--- config.mk ---
export PLATFORM = sky130hd
export DESIGN_NAME = alu_exec_unit
export DESIGN_NICKNAME = d
export VERILOG_FILES = /design/src/rtl/alu_exec_unit.sv
export SDC_FILE = /design/constraint.sdc
export NUM_CORES = 1
export LEC_CHECK = 0
export BUFFER_PORTS_ARGS = -buffer_cell sky130_fd_sc_hd__buf_2
export CORE_AREA = 2 2 278 280
export DETAILED_ROUTE_END_ITERATION = 10
export DIE_AREA = 0 0 280 282
export HOLD_SLACK_MARGIN = 0.08
export PLACE_DENSITY = 0.56
export SLEW_MARGIN = 20
export SYNTH_ARGS = -nofsm -noshare
export SYNTH_HDL_FRONTEND = slang
export SYNTH_SLANG_ARGS = --single-unit
--- constraint.sdc ---
create_clock -name clk -period 6.65 [get_ports clk]
set_input_delay 0.9975 -clock clk [delete_from_list [all_inputs] [get_ports clk]]
set_output_delay 0.9975 -clock clk [all_outputs]
set_load 0.02 [all_outputs]
--- src/rtl/alu_exec_unit.sv ---
// Integer ALU execute stage: decodes ctrl_ALU_op/funct3/funct7 into one ALU operation, registers result/zero/illegal.
// Latency: 1 cycle for every op; MUL (only with ALU_MUL_EN) spends XLEN cycles in MUL, so out_valid appears XLEN+1 cycles after accept.
// Backpressure: in_ready drops while a result is held without out_ready and throughout MUL; a held result keeps result/zero/illegal stable.
//
// Ports: clk/rst (sync, active-high); in_valid/in_ready request handshake carrying ctrl_ALU_op, funct3,
//        funct7, op_a, op_b; out_valid/out_ready result handshake carrying result, zero, illegal.
// Build option: define ALU_MUL_EN to add the shift-add multiplier (R-type funct7 0000001, funct3 000).
module alu_exec_unit #(
    parameter int XLEN = 64,
    parameter int SHW  = $clog2(XLEN)
) (
    input  logic            clk,
    input  logic            rst,
    input  logic            in_valid,
    output logic            in_ready,
    input  logic [1:0]      ctrl_ALU_op,
    input  logic [2:0]      funct3,
    input  logic [6:0]      funct7,
    input  logic [XLEN-1:0] op_a,
    input  logic [XLEN-1:0] op_b,
    output logic            out_valid,
    input  logic            out_ready,
    output logic [XLEN-1:0] result,
    output logic            zero,
    output logic            illegal
);

    typedef enum logic [1:0] {ST_IDLE, ST_RESULT, ST_MUL} state_t;

    typedef enum logic [3:0] {
        OP_ADD, OP_SUB, OP_SLL, OP_SLT, OP_SLTU, OP_XOR,
        OP_SRL, OP_SRA, OP_OR, OP_AND, OP_MUL, OP_ILL
    } alu_op_t;

    state_t            state_q, state_d;
    logic              out_valid_q, out_valid_d;
    logic [XLEN-1:0]   result_q, result_d;
    logic              zero_q, zero_d;
    logic              illegal_q, illegal_d;

    alu_op_t           dec_op;
    logic [XLEN-1:0]   alu_res;
    logic [SHW-1:0]    shamt;
    logic              accept;

`ifdef ALU_MUL_EN
    localparam logic [SHW-1:0] MUL_LAST = SHW'(XLEN - 1);

    logic [XLEN-1:0]   mul_acc_q, mul_acc_d;
    logic [XLEN-1:0]   mul_mcand_q, mul_mcand_d;
    logic [XLEN-1:0]   mul_mplier_q, mul_mplier_d;
    logic [SHW-1:0]    mul_cnt_q, mul_cnt_d;
    logic [XLEN-1:0]   mul_step;
`endif

    // Common funct3 map shared by R-type and I-type ALU ops.
    function automatic alu_op_t base_op(input logic [2:0] f3);
        case (f3)
            3'b000:  return OP_ADD;
            3'b001:  return OP_SLL;
            3'b010:  return OP_SLT;
            3'b011:  return OP_SLTU;
            3'b100:  return OP_XOR;
            3'b101:  return OP_SRL;
            3'b110:  return OP_OR;
            default: return OP_AND;
        endcase
    endfunction

    always_comb begin
        dec_op = OP_ADD;
        case (ctrl_ALU_op)
            2'b00: dec_op = OP_ADD;
            2'b01: dec_op = OP_SUB;
            2'b10: begin
                case (funct7)
                    7'b0000000: dec_op = base_op(funct3);
                    7'b0100000: begin
                        if (funct3 == 3'b000)      dec_op = OP_SUB;
                        else if (funct3 == 3'b101) dec_op = OP_SRA;
                        else                       dec_op = OP_ILL;
                    end
                    7'b0000001: begin
`ifdef ALU_MUL_EN
                        dec_op = (funct3 == 3'b000) ? OP_MUL : OP_ILL;
`else
                        dec_op = OP_ILL;
`endif
                    end
                    default: dec_op = OP_ILL;
                endcase
            end
            default: begin
                // I-type: funct7 only matters for shifts (it is the upper immediate field otherwise).
                dec_op = base_op(funct3);
                if (funct3 == 3'b101 && funct7[5])
                    dec_op = OP_SRA;
                if (funct3 == 3'b001 && funct7 != 7'b0000000)
                    dec_op = OP_ILL;
            end
        endcase
    end

    assign shamt = op_b[SHW-1:0];

    always_comb begin
        alu_res = '0;
        case (dec_op)
            OP_ADD:  alu_res = op_a + op_b;
            OP_SUB:  alu_res = op_a - op_b;
            OP_SLL:  alu_res = op_a << shamt;
            OP_SLT:  alu_res = {{(XLEN-1){1'b0}}, ($signed(op_a) < $signed(op_b))};
            OP_SLTU: alu_res = {{(XLEN-1){1'b0}}, (op_a < op_b)};
            OP_XOR:  alu_res = op_a ^ op_b;
            OP_SRL:  alu_res = op_a >> shamt;
            OP_SRA:  alu_res = $unsigned($signed(op_a) >>> shamt);
            OP_OR:   alu_res = op_a | op_b;
            OP_AND:  alu_res = op_a & op_b;
            default: alu_res = '0;   // illegal (and MUL, which does not use this path)
        endcase
    end

    // A held result frees the unit in the same cycle the consumer takes it.
    assign in_ready = !rst && ((state_q == ST_IDLE) || (state_q == ST_RESULT && out_ready));
    assign accept   = in_valid && in_ready;

`ifdef ALU_MUL_EN
    assign mul_step = mul_mplier_q[0] ? (mul_acc_q + mul_mcand_q) : mul_acc_q;
`endif

    always_comb begin
        state_d     = state_q;
        out_valid_d = out_valid_q;
        result_d    = result_q;
        zero_d      = zero_q;
        illegal_d   = illegal_q;
`ifdef ALU_MUL_EN
        mul_acc_d    = mul_acc_q;
        mul_mcand_d  = mul_mcand_q;
        mul_mplier_d = mul_mplier_q;
        mul_cnt_d    = mul_cnt_q;
`endif

        // Leaving RESULT without a new request drops back to IDLE.
        if (state_q == ST_RESULT && out_ready) begin
            state_d     = ST_IDLE;
            out_valid_d = 1'b0;
        end

        if (accept) begin
`ifdef ALU_MUL_EN
            if (dec_op == OP_MUL) begin
                // Result registers keep their old value until the product is done.
                state_d      = ST_MUL;
                out_valid_d  = 1'b0;
                mul_acc_d    = '0;
                mul_mcand_d  = op_a;
                mul_mplier_d = op_b;
                mul_cnt_d    = '0;
            end else
`endif
            begin
                state_d     = ST_RESULT;
                out_valid_d = 1'b1;
                result_d    = alu_res;
                zero_d      = (alu_res == '0);
                illegal_d   = (dec_op == OP_ILL);
            end
        end

`ifdef ALU_MUL_EN
        if (state_q == ST_MUL) begin
            mul_acc_d    = mul_step;
            mul_mcand_d  = mul_mcand_q << 1;
            mul_mplier_d = mul_mplier_q >> 1;
            mul_cnt_d    = mul_cnt_q + 1'b1;
            if (mul_cnt_q == MUL_LAST) begin
                state_d     = ST_RESULT;
                out_valid_d = 1'b1;
                result_d    = mul_step;
                zero_d      = (mul_step == '0);
                illegal_d   = 1'b0;
                mul_cnt_d   = '0;
            end
        end
`endif
    end

    always_ff @(posedge clk) begin
        if (rst) begin
            state_q     <= ST_IDLE;
            out_valid_q <= 1'b0;
            result_q    <= '0;
            zero_q      <= 1'b1;
            illegal_q   <= 1'b0;
`ifdef ALU_MUL_EN
            mul_acc_q    <= '0;
            mul_mcand_q  <= '0;
            mul_mplier_q <= '0;
            mul_cnt_q    <= '0;
`endif
        end else begin
            state_q     <= state_d;
            out_valid_q <= out_valid_d;
            result_q    <= result_d;
            zero_q      <= zero_d;
            illegal_q   <= illegal_d;
`ifdef ALU_MUL_EN
            mul_acc_q    <= mul_acc_d;
            mul_mcand_q  <= mul_mcand_d;
            mul_mplier_q <= mul_mplier_d;
            mul_cnt_q    <= mul_cnt_d;
`endif
        end
    end

    assign out_valid = out_valid_q;
    assign result    = result_q;
    assign zero      = zero_q;
    assign illegal   = illegal_q;

endmodule
==> flow_summary_export.csv <==
group,metric,value,unit
drt,drt-pass1-iter-count,7,
sta,fmax,159,MHz
clock_tree,cts_resized,0,
die,initial_core_util,34.9,%
die,die_x,280,um
placement,dp_slack,-0.0580,ns
clock_tree,h-tree-depth,3,
drt,drc,0,
synthesis,ys_async_sr_fraction,0,%
placement,gp_congestion,1.08,
synthesis,ys_warn_count,0,
critical_path,critPathBufInv,4,
sta,fin_tns_setup,0,ns
drt,drt_wl_total,185000,um
synthesis,synth_compound_area_share,34.9,%
clock_tree,clk_pin_slew,0.06,ns
die,rows,101,
flow_run,maxCapViolCount,0,
layout,syn2layout_area_growth,10.6,%
sta,slew_viol_final,0,
synthesis,synth_ff_type,"dfxtp_1",
sta,fin_ws,0.347,ns
die,die_h,282,um
drt,vias_per_cell,7.19,
global_routing,grt-ovfl-total,0,
critical_path,cp_slowest_cell,"ha_1",
clock_tree,cts_tree,"built",
synthesis,synth_top_area_share,9.28,%
sta,period_minus_slack,6.30,ns
drt,ant_nets,0,
clock_tree,cts_buffer_depth,2,
power,p_sw_share,58.5,%
critical_path,crit_chain,"buf_2, inv_1, ha_1, nand4_1, nor3_1, nand3_1, a2111oi_1, buf_4, or2_0, a31oi_1, o21bai_1, o221ai_1, a2111oi_1, buf_4, nand2_1, nor4_1, nand4_1, o41ai_2",
synthesis,synthSimpleGateAreaFrac,21.2,%
power,p_comb_share,77.3,%
clock_tree,cts_buffers,9,
die,io_pins,212,
layout,drive_gt1_share,19.5,%
synthesis,muxShareOfSynthArea,19.1,%
sta,rsz0062_at_grt,"no",
sta,holdWs,0.448,ns
synthesis,ys_types,125,
synthesis,synth_top_family_by_area,"compound AO/OA/AOI/OAI gates",
critical_path,max_stage_delay,0.72,ns
clock_tree,cts-root-buf,"clkbuf_16",
critical_path,crit_family,"compound AO/OA/AOI/OAI gates",
power,power.switching,2510,uW
drt,routed-via-count,34300,
clock_tree,cts_setup_buffers,0,
power,clkPwrFrac,11.7,%
critical_path,crit_type,"in2reg",
synthesis,syn-instance-count,3681,
power,p_leak,0.0120,uW
layout,post-route-util,38.6,%
critical_path,worst_ep_required_time,6.90,ns
critical_path,worst_setup_path_start_kind,"primary input",
synthesis,synth_top_area_cell,"ha_1",
drt,drt_iter0_markers,5780,
layout,fin_nets,4125,
global_routing,grt_pass1_vias,31900,
synthesis,seq_area_frac_synth,5.08,%
die,placeableCoreArea,75700,um^2
drt,wl_per_cell,38.9,um
die,fp.dieArea,79000,um^2
min_path,hold_path_class,"reg2reg",
critical_path,worstPathArrival,6.55,ns
synthesis,synth_edf_count,0,
clock_tree,insertion_delay,0.35,ns
synthesis,synthXorXnorAreaFrac,1.02,%
critical_path,crit_path_end_kind,"flip-flop",
global_routing,antenna_found_initial,17,
synthesis,synthAdderAreaFrac,9.43,%
power,power,4290,uW
sta,skew,0.00443,ns
synthesis,synth-seq-cells,67,
global_routing,grt_pass1_wl,255000,um
placement,dp_hpwl,150000,um
sta,worst_pin_slew,1.24,ns
synthesis,synth_fp_nets,4023,
critical_path,cp_max_fo,16,
power,internal_power,1780,uW
outcome,status,"complete, no violations",
sta,hold_violations,0,
global_routing,grt_max_degree,78,
power,p_per_area,147,nW/um^2
synthesis,syn-cell-area,26400,um^2
placement,numPortBuffers,211,
power,ir_worst_vdd,128,uV
global_routing,grt_use_total,45.3,%
clock_tree,clock-sinks,67,
sta,period_share,94.8,%
power,power_frac_seq,11.1,%
synthesis,yosys-top-cells-area,"ha_1 9.3%, mux4_2 8.9%, mux2i_1 6.1%, a21oi_1 5.6%, dfxtp_1 5.1%",
clock_tree,cts-hold-fix-buffers,0,
sta,timing.slew.headroom,16.6,%
synthesis,avgSynthCellArea,7.18,um^2
sta,setup_viol,0,
power by group through the flow:
stage / clock (uW) / combinational, uW / sequential, uW
after global routing: 522 / 3390 / 482
after floorplan: 0 / 1730 / 545
after detailed placement: 0 / 3120 / 485
final: 500 / 3320 / 475
after global placement: 0 / 3150 / 484
after CTS: 510 / 3140 / 476
sequential cells by signal, summed over array words and instances (netlist names):
signal	cells
illegal	1
state_q	1
zero	1
result	64
cell families (layout without fill, tap and decap cells):
family / after synthesis / in the layout
AOI/OAI and AO/OA: 1314 / 1314
xor gates and xnor gates: 30 / 30
adders and majority gates: 198 / 198
buffers and inverters: 548 / 655
DFF: 67 / 67
muxes: 352 / 352
other: 0 / 3
and+or+nand+nor: 1172 / 1172
cells in the mapped netlist, types with 72 or more instances:
master      n
mux4_2    104
ha_1      196
o21ai_0   227
a211oi_1   84
nand2_1   281
o22ai_1    72
mux2_2     77
nor3_1    100
nor2_1    343
clkbuf_1  162
a21oi_1   295
buf_2     103
inv_1     193
nand3_1   135
mux2i_1   162
through the flow:
stage	instance area (um^2)	cells
finish	29200	4769
global route	29200	4766
CTS	29200	4766
detailed placement	28900	4750
global placement	28900	4750
floorplan	26400	3681
worst paths after layout:
| kind | start | to | slack (ns) | cells past startpoint |
|---|---|---|---|---|
| setup / recovery | op_a[12] | zero | 0.35 | 18 |
| hold / removal | result[58] | result[58] | 0.45 | 2 |
| hold reg to reg | result[58] | result[58] | 0.45 | 2 |
| setup reg to reg | state_q[0] | zero | 3.11 | 11 |
cell usage in the layout (no fill, tap or decap), types with 30 or more instances in the layout:
cell type / synthesis / layout
o211ai_1: 59 / 59
nand4_1: 41 / 41
nor3_1: 100 / 100
mux2i_1: 162 / 162
o21bai_1: 35 / 35
a31oi_1: 49 / 49
o31ai_1: 40 / 40
buf_4: 27 / 220
a21o_1: 33 / 33
mux2_2: 77 / 77
mux4_2: 104 / 104
inv_1: 193 / 191
a21oi_1: 295 / 294
a22oi_1: 33 / 33
buf_2: 103 / 206
o22ai_1: 72 / 71
o21ai_0: 227 / 227
nor2b_1: 39 / 39
a211oi_1: 84 / 83
a221oi_1: 34 / 34
nand2b_1: 30 / 30
ha_1: 196 / 196
dfxtp_1: 67 / 67
nand2_1: 281 / 279
nor4_1: 55 / 54
nand3_1: 135 / 135
nor2_1: 343 / 341
metal layers:
| metal | GRT usage [%] | share of wire [%] |
|---|---|---|
| met1 | 61.4 | 41 |
| met2 | 66.0 | 41 |
| met3 | 11.8 | 13 |
| met4 | 22.5 | 6.0 |
| met5 | 0 | 0.055 |
cell type report:
class | count | area [um^2]
Antenna cell | 3 | 7.51
Inverter | 204 | 766
Sequential cell | 67 | 1340
Clock inverter | 5 | 60.1
Fill cell | 8283 | 46500
Multi-Input combinational cell | 3066 | 22700
Tap cell | 978 | 1220
Timing Repair Buffer | 435 | 2850
Clock buffer | 11 | 253
tightest hold or removal path, cell delays in order, from the launching register on:
cell     delay, ns
dfxtp_1       0.30
nand3_1       0.06
nand2_1       0.04
No activity file was read; power rests on OpenSTA's default activity.
